**config.mk**
```make
export PLATFORM = sky130hd
export DESIGN_NAME = oam_dma_engine
export DESIGN_NICKNAME = d
export VERILOG_FILES = /design/src/rtl/oam_dma_engine.sv
export SDC_FILE = /design/constraint.sdc
export NUM_CORES = 1
export LEC_CHECK = 0
export CAP_MARGIN = 20
export CORE_UTILIZATION = 47
export CTS_BUF_LIST = sky130_fd_sc_hd__clkbuf_4 sky130_fd_sc_hd__clkbuf_8
export DETAILED_ROUTE_END_ITERATION = 6
export PLACE_DENSITY = 0.83
export SYNTH_ARGS = -nofsm -noshare
export SYNTH_HDL_FRONTEND = slang
export SYNTH_SLANG_ARGS = --single-unit
```
**constraint.sdc**
```tcl
create_clock -name clock -period 3 [get_ports clock]
set_input_delay 0.9 -clock clock [delete_from_list [all_inputs] [get_ports clock]]
set_output_delay 0.9 -clock clock [all_outputs]
set_load 0.01 [all_outputs]
```
**src/rtl/oam_dma_engine.sv**
```systemverilog
// OAM DMA engine: a write to FF46 copies 160 bytes from XX00-XX9F into OAM FE00-FE9F.
// Optional macro OAM_DMA_CPU_LOCKOUT_EN drives cpu_blocked for non-HRAM CPU accesses while busy.
module oam_dma_engine #(
    parameter int          CLKS_PER_BYTE = 4,
    parameter int          START_DELAY   = 4,
    parameter logic [15:0] DMA_REG_ADDR  = 16'hFF46
) (
    input  logic        clock,
    input  logic        reset,
    input  logic [15:0] A_cpu,
    input  logic [7:0]  Di_cpu,
    input  logic        rd_cpu_n,
    input  logic        wr_cpu_n,
    output logic        cs_dma,
    output logic [7:0]  Do_reg,
    output logic [15:0] A_dma,
    output logic        rd_dma_n,
    input  logic [7:0]  Di_dma,
    output logic [15:0] A_oam,
    output logic [7:0]  Do_oam,
    output logic        wr_oam_n,
    output logic        busy,
    output logic        done,
    output logic        cpu_blocked
);
    typedef enum logic [1:0] {IDLE, START, XFER} state_t;

    localparam logic [15:0] SD_LAST  = 16'(START_DELAY - 1);
    localparam logic [15:0] CPB_LAST = 16'(CLKS_PER_BYTE - 1);

    state_t      state;
    logic [15:0] phase;      // start-delay counter in START, byte phase in XFER
    logic [7:0]  idx;
    logic [7:0]  src_hi;
    logic [7:0]  byte_buf;
    logic        trigger;
    logic        rd_phase;
    logic        wr_phase;
    logic        unused_rd_cpu_n;

    assign unused_rd_cpu_n = rd_cpu_n;
    assign cs_dma  = (A_cpu == DMA_REG_ADDR);
    assign trigger = cs_dma && !wr_cpu_n;

    always_ff @(posedge clock) begin
        if (reset) begin
            state    <= IDLE;
            phase    <= '0;
            idx      <= '0;
            src_hi   <= '0;
            byte_buf <= '0;
            Do_reg   <= 8'hFF;
            busy     <= 1'b0;
            done     <= 1'b0;
        end else begin
            done <= 1'b0;
            // A new write always wins, even on the last transfer clock, so no done is emitted.
            if (trigger) begin
                Do_reg <= Di_cpu;
                src_hi <= (Di_cpu >= 8'hE0) ? Di_cpu - 8'h20 : Di_cpu;
                state  <= START;
                phase  <= '0;
                idx    <= '0;
                busy   <= 1'b1;
            end else begin
                case (state)
                    START: begin
                        if (phase == SD_LAST) begin
                            state <= XFER;
                            phase <= '0;
                        end else begin
                            phase <= phase + 16'd1;
                        end
                    end
                    XFER: begin
                        if (phase == 16'd0)
                            byte_buf <= Di_dma;
                        if (phase == CPB_LAST) begin
                            phase <= '0;
                            if (idx == 8'h9F) begin
                                state <= IDLE;
                                idx   <= '0;
                                busy  <= 1'b0;
                                done  <= 1'b1;
                            end else begin
                                idx <= idx + 8'd1;
                            end
                        end else begin
                            phase <= phase + 16'd1;
                        end
                    end
                    default: ;
                endcase
            end
        end
    end

    // Bus outputs depend only on registered state; addresses rest at zero when not strobing.
    assign rd_phase = (state == XFER) && (phase == 16'd0);
    assign wr_phase = (state == XFER) && (phase == 16'd1);
    assign rd_dma_n = !rd_phase;
    assign wr_oam_n = !wr_phase;
    assign A_dma    = rd_phase ? {src_hi, idx} : 16'h0000;
    assign A_oam    = wr_phase ? (16'hFE00 + {8'h00, idx}) : 16'h0000;
    assign Do_oam   = wr_phase ? byte_buf : 8'h00;

`ifdef OAM_DMA_CPU_LOCKOUT_EN
    assign cpu_blocked = busy && !(A_cpu >= 16'hFF80 && A_cpu <= 16'hFFFE);
`else
    assign cpu_blocked = 1'b0;
`endif
endmodule

```
* Word level (Yosys, flattened, before mapping)
Cells that the tools add are included.
** Operators by class
- Add/subtract/negate cells :: 4
- Magnitude comparators :: 1
- Equality and inequality tests :: 12
- Muxes and demuxes :: 16
- Bitwise gates (word level) :: 3
- Reductions and logical operators :: 20
** Operators with widths (number)
- 2-to-1 mux 16 bit :: 3
- 2-to-1 mux 8 bit :: 3
- adder 16 x 1 -> 16 bit, second input constant :: 1
- == test 16 x 1 -> 1 bit, second input constant :: 1
- == test 16 bit, second input constant :: 1
- == test 16 x 2 -> 1 bit, second input constant :: 1
- zero test 16 bit :: 1
- adder 10 x 9 -> 11 bit, first input constant :: 1
- inequality test 3 bit, second input constant :: 3
- adder 8 x 1 -> 8 bit, second input constant :: 1
- == test 8 bit, second input constant :: 1
- greater-or-equal comparator 8 bit, second input constant :: 1
- AND reduction 4 bit :: 2
- nonzero test 2 bit :: 4
- subtractor 8 x 6 -> 8 bit, second input constant :: 1
- 2-to-1 mux 1 bit :: 6
- 2-to-1 mux 2 bit :: 3
- inequality test 2 bit, second input constant :: 3
- AND reduction 3 bit :: 2
- one-hot mux 2 bit (2 select lines) :: 1
- OR reduction 2 bit :: 2
- OR reduction 4 bit :: 1
- logical AND 1 bit :: 3
- zero test 1 bit :: 3
- 5 further kinds :: 7
** Word-level totals
- Register bits after elaboration :: 52
- Bits of input ports :: 36
- Output and inout port bits :: 54
- Logic and storage cells :: 65

* Depth between registers and ports, before layout
Gate-level depths: netlist (run 1).
- Word-level depth :: 5
- Depth in mapped cells :: 8
- Depth with buffers taken out :: 7

* Least setup slack after synthesis (run 1)
No wires, ideal clock.
- Path kind :: input-to-output
- From :: input A_cpu[5]
- To :: output cs_dma
- Arrival time :: 2000 ps
- Data required time :: 2100 ps
- Slack :: 100 ps
- Cell stages on the path :: 3
- Buffers on the path :: 0
- Path through :: or4b_1 or4_4 inv_2
** On the way
- Longest elaborated chain between the ends :: 1
** RTL lines
- start, declared :: line 10 : input logic [15:0] A_cpu,
- == test 16 bit :: line 42 : assign cs_dma = (A_cpu == DMA_REG_ADDR);
- end, declared :: line 14 : output logic cs_dma,
No other way between the ends.

* Final worst setup path (run 1)
- From :: input A_cpu[7]
- To :: output cs_dma
The elaborated chain is that of the path after synthesis.

==> impl_metrics.env, run 1 <==
export IMPL_first_pass_iters=4
export IMPL_ys_types=42
export IMPL_pin_count=90
export IMPL_grt_start_max_net_pins=25
export IMPL_largest_register_ffs=16
export IMPL_worstPathCellList="buf_6, or4b_4, or4_4, inv_2, buf_6"
export IMPL_cts_sink_count=52
export IMPL_setup_viol=1
export IMPL_cp_arrival_ns=2.19
export IMPL_n_antenna_cell=0
export IMPL_finalMaxSlewViolations=0
export IMPL_critical_path_max_stage_delay_ns=0.51
export IMPL_start_util=0.4964
export IMPL_overflow=0
export IMPL_grt_pass1_vias=2364
export IMPL_h_tree_depth=2
export IMPL_worstSetupStartpointType="primary input"
export IMPL_cap_viol_max_count=0
export IMPL_drtIter0Drc=125
export IMPL_dieArea_um2=5798
export IMPL_ant_nets=0
export IMPL_synthXorXnorAreaFrac=0.05085
export IMPL_placed_area_um2=3531
export IMPL_path_class="in -> out"
export IMPL_p_leak_uw=0.001524
export IMPL_top_register="phase"
export IMPL_ys_seq_elements=52
export IMPL_nets=442
export IMPL_grt_pass1_wl_um=10090
export IMPL_gp_congestion=0.7928
export IMPL_min_period_over_period=1.031
export IMPL_power_density_nw_per_um2=321.2
export IMPL_dpl_cell_count=461
export IMPL_cts_tree="done"
export IMPL_crit_path_top_delay_cell="or4b_4"
export IMPL_syn_cell_area_um2=2584
export IMPL_path_clk_slew_ns=0.08
export IMPL_track_usage=0.2092
export IMPL_violations="setup timing"
export IMPL_fin_cells=470
export IMPL_end_kind="output pin"
export IMPL_post_drt_wl_per_cell_um=12.57
export IMPL_synth_area_leader_cell="dfxtp_1"
export IMPL_finClkSkew_ns=0.009817
export IMPL_num_vias=2370
export IMPL_die_w_um=76.15
export IMPL_setup_tns_ns=-0.09267
export IMPL_placementRows=26
export IMPL_finalPower_uw=1156
export IMPL_hold_path_class="reg -> reg"
export IMPL_synth_compound_area_frac=0.1046
export IMPL_grt_setup_unrepaired="true"
export IMPL_dp_hpwl_um=4388
export IMPL_async_flop_share=0
export IMPL_design_area_um2=3600
export IMPL_worst_slack_ns=-0.09267
export IMPL_status="finished with violations"
export IMPL_synth_seq_area_share=0.4029
export IMPL_synth_cells=315
export IMPL_cp_common_cell="buf_6"
export IMPL_numCtsBuffers=5
export IMPL_yosys_warnings=0
export IMPL_ir_drop_mv=0.2309
export IMPL_syn_area_per_cell_um2=8.202
export IMPL_core_area_um2=5205
export IMPL_synth_area_top_cells="dfxtp_1 (40%), and2_1 (7.7%), nand2_1 (5.8%)"
export IMPL_synth_top_flop_cell="dfxtp_1"
export IMPL_ctsHoldBuffers=0
export IMPL_fmax_mhz=323.3
export IMPL_avgViaCountPerCell=5.043
export IMPL_wl_um=5909
export IMPL_period_minus_slack_ns=3.093
export IMPL_clkLatencyLatePin_ns=0.30
export IMPL_path_max_fanout=2
export IMPL_synth_top_area_share=0.4029
export IMPL_cts_root_buffer="clkbuf_8"
export IMPL_required_ns=2.10
export IMPL_synth_fa_ha_area_frac=0.03390
export IMPL_die_y_um=76.15
export IMPL_clockBufferDepth=2
export IMPL_drc=0
export IMPL_area_delta_synth_final_pct=39.32
export IMPL_synth_mux_area_fraction=0.004358
export IMPL_synth_simple_area_share=0.3259
export IMPL_hold_viol=0
export IMPL_synth_edff_count=0
export IMPL_drive_above_1_share=0.1275
export IMPL_io_buffer_count=86
export IMPL_antenna_found_initial=0
export IMPL_synth_top_family_by_area="simple AND/OR/NAND/NOR gates"
export IMPL_fillers=455
==> cells in the final DEF, fill, tap and decap left out, types with 2 or more instances in the layout <==
cell and n:
and2_1 32, clkinv_2 2, nor2_1 27, xnor2_1 4, ha_1 7, a21oi_1 27
dfxtp_1 51, or3_1 3, inv_1 8, o21ai_0 5, dlygate4sd2_1 45, and3_1 4
clkdlybuf4s50_1 36, buf_6 4, conb_1 2, buf_12 3, clkbuf_2 2, a21oi_2 5
nand3_1 23, a211o_1 3, clkbuf_8 6, nand3b_1 2, nand4_1 6, and3_4 2
nor4_2 2, nand2_1 40, xor2_1 11, and4_1 3, buf_4 12, or3b_2 2
or4_1 2
==> through the flow <==
step | util | setup slack [ns] | hold WS (ns)
detailed placement | 0.6784 | -0.8746 | 0.4410
CTS | 0.6875 | -0.08165 | 0.4530
finish | 0.6916 | -0.09267 | 0.4484
global placement | 0.6784 | -0.8332 | 0.4355
global route | 0.6916 | -0.1149 | 0.4668
floorplan | - | 0.1005 | 0.4273
==> what timing repair did <==
| item | in CTS | in global routing |
|---|---|---|
| setup buffers | 0 | 1 |
| pin swaps | 5 | 4 |
| setup endpoints to repair | 42 | 33 |
| resized for setup | 65 | 9 |
==> cells in the mapped netlist, types with 2 or more instances <==
library cell  instances
and4_1                4
nand3b_1              2
nor2_1               27
or3b_2                2
and2_1               32
o21ai_0               5
ha_1                  7
or3_1                 3
buf_6                 2
a211o_1               3
and3_1                6
or4_1                 2
xnor2_1               4
nand2_1              40
xor2_1               11
nand3_1              23
a21oi_1              27
nand4_1               6
buf_4                11
buf_2                 4
nor4_1                3
dfxtp_1              52
clkbuf_1              9
inv_1                 8
a21oi_2               5
==> area by class of cell <==
cell class	instances	area [um2]	share of cell area
clock inverter	2	10.01	0.002781
inverter	9	33.78	0.009385
multi-input combinational	228	1379	0.3830
timing repair buffer	103	964.7	0.2680
clock buffer	6	82.58	0.02294
sequential	52	1042	0.2895
tap	70	87.58	0.02433
==> worst paths after layout <==
kind	slack, ns	end	start	cells after the start
setup / recovery	-0.09	cs_dma	A_cpu[7]	5
hold / removal	0.45	byte_buf[5]	byte_buf[5]	2
setup reg to reg	0.84	idx[7]	phase[12]	6
hold reg to reg	0.45	byte_buf[5]	byte_buf[5]	2
==> where the power goes <==
group	internal [uW]	switching [uW]	total, uW
Clock	184	216	400
Sequential	689	0.00209	689
Combinational	42.6	24.2	66.8
==> routing by layer <==
layer	vias to the layer above	share of wire	track usage	wire, um
met5	-	0	0	0
met4	0	0.017	0.06923	99
met3	11	0.045	0.03593	264
met2	72	0.50	0.3818	2937
met1	1071	0.44	0.2472	2608
li1	1216	-	-	-
==> cell families (layout without fill, tap and decap cells) <==
family | after synthesis | count (layout)
AO/OA/AOI/OAI | 44 | 44
adder cells (fa/ha/maj) | 7 | 7
other | 1 | 2
flip-flops | 52 | 52
multiplexers | 1 | 1
AND/OR/NAND/NOR | 159 | 159
buffers and inverters | 36 | 120
XOR/XNOR | 15 | 15
==> worst max-delay path: cells and delay by family <==
family,cells,cell delay [ns]
buffers and inverters,3,0.27
AND/OR/NAND/NOR,2,1.02
No activity file was read; power rests on OpenSTA's default activity.
==> inputs of run 2 (changes only) <==
- clock period: 3 -> 3.2 ns (I/O delays scaled with it)
==> run 2 against run 1 <==
The run now ends clean. Flip-flop and latch count is the same. Setup slack better by 0.093 ns. Core utilization rose by 1.4 points. Non-clock buffer count shrank 2. Register-to-register slack better by 0.04 ns. Routed wire length rose by 2.5%. Critical path depth is the same. Hold slack gained 0.0019 ns. Design area up 2.1%. First-iteration DRC count fell by 8.0%.
==> impl_metrics.env, run 2 (synthesized netlist as in run 1, its figures left out) <==
export IMPL_design_area_um2=3675
export IMPL_power_density_nw_per_um2=300.1
export IMPL_h_tree_depth=2
export IMPL_cp_arrival_ns=2.24
export IMPL_grt_pass1_vias=2343
export IMPL_dp_hpwl_um=4283
export IMPL_cap_viol_max_count=0
export IMPL_grt_setup_unrepaired="true"
export IMPL_avgViaCountPerCell=5.158
export IMPL_first_pass_iters=4
export IMPL_worstSetupStartpointType="primary input"
export IMPL_io_buffer_count=86
export IMPL_finClkSkew_ns=0.007926
export IMPL_wl_um=6054
export IMPL_finalMaxSlewViolations=0
export IMPL_period_minus_slack_ns=3.199
export IMPL_path_class="in -> out"
export IMPL_area_delta_synth_final_pct=42.23
export IMPL_track_usage=0.2166
export IMPL_place_worst_setup_slack_ns=-0.7686
export IMPL_core_area_um2=5205
export IMPL_reg2reg_to="idx[7]"
export IMPL_pin_count=90
export IMPL_fmax_mhz=312.6
export IMPL_dieArea_um2=5798
export IMPL_setup_tns_ns=0
export IMPL_utilization=0.7060
export IMPL_hold_path_class="reg -> reg"
export IMPL_placementRows=26
export IMPL_required_ns=2.24
export IMPL_num_vias=2414
export IMPL_clkLatencyLatePin_ns=0.30
export IMPL_whs_endpoint="src_hi[5]"
export IMPL_worst_slack_ns=0.0007649
export IMPL_drtIter0Drc=115
export IMPL_path_max_fanout=2
export IMPL_clockBufferDepth=2
export IMPL_r2r_start="phase[2]"
export IMPL_dpl_cell_count=458
export IMPL_die_w_um=76.15
export IMPL_fin_cells=468
export IMPL_antenna_found_initial=0
export IMPL_start_util=0.4964
export IMPL_nets=440
export IMPL_worstHoldStart="src_hi[5]"
export IMPL_grt_start_max_net_pins=25
export IMPL_placed_area_um2=3508
export IMPL_ctsHoldBuffers=0
export IMPL_overflow=0
export IMPL_path_clk_slew_ns=0.09
export IMPL_ir_drop_mv=0.2236
export IMPL_hold_viol=0
export IMPL_cts_sink_count=52
export IMPL_cts_tree="done"
export IMPL_top_register="phase"
export IMPL_cts_root_buffer="clkbuf_8"
export IMPL_whs_path_depth=2
export IMPL_final_cell_mix="dfxtp_1 (49), clkdlybuf4s50_1 (46), nand2_1 (40)"
export IMPL_r2r_worst_path_cells=7
export IMPL_r2r_setup_slack_ns=0.88
export IMPL_min_period_over_period=0.9998
export IMPL_numCtsBuffers=5
export IMPL_drive_above_1_share=0.1206
export IMPL_largest_register_ffs=16
export IMPL_p_leak_uw=0.001649
export IMPL_critPathLaunch="A_cpu[1]"
export IMPL_grt_pass1_wl_um=10320
export IMPL_post_drt_wl_per_cell_um=12.94
export IMPL_n_antenna_cell=0
export IMPL_status="finished, final reports clean"
export IMPL_setup_viol=0
export IMPL_ant_nets=0
export IMPL_die_y_um=76.15
export IMPL_fillers=436
export IMPL_drc=0
export IMPL_final_common_cell="dfxtp_1"
export IMPL_end_kind="output pin"
export IMPL_gp_congestion=0.7774
-- run 2: worst max-delay path by stage --
stage / to / cells past startpoint
2_1_floorplan: cs_dma / 3
3_3_place_gp: cs_dma / 5
3_5_place_dp: cs_dma / 5
4_1_cts: cs_dma / 5
5_1_grt: cs_dma / 5
6_report: cs_dma / 5
-- run 2: report_power, final --
group | switching [uW] | internal (uW)
clock network | 219 | 175
logic | 22.6 | 40.5
registers | 0.00205 | 646
-- run 2: final cells by class --
type,instances,area (um2),area share
Tap cell,70,87.58,0.02383
Clock inverter,2,15.01,0.004086
Multi-Input combinational cell,228,1390,0.3783
Inverter,9,33.78,0.009193
Sequential cell,52,1047,0.2850
Clock buffer,6,82.58,0.02247
Timing Repair Buffer,101,1018,0.2772
-- run 2: timing repair --
item | in CTS | in global routing
setup endpoints to repair | 42 | 14
setup buffers | 2 | 0
pin swaps | 5 | 2
gates resized for setup | 48 | 14
cloned | 0 | 0
-- run 2: metrics by stage --
step                hold slack (ns)  power [uW]
CTS                          0.4521        1107
detailed placement           0.4409       726.7
floorplan                    0.4273       679.5
global route                 0.4718        1140
global placement             0.4352       725.6
finish                       0.4503        1103
-- run 2: layer usage --
metal	GRT usage	wire [um]	up-vias	share of wire
li1	-	-	1212	-
met1	0.2567	2548	1120	0.42
met2	0.3918	3106	75	0.51
met3	0.04072	311	7	0.051
met4	0.07115	87	0	0.014
met5	0	0	-	0
-- run 2: critical path: stages --
cell and delay [ns]:
clkdlybuf4s50_1 0.45, nand4bb_1 0.09, or4_4 0.56, inv_2 0.08, buf_6 0.10
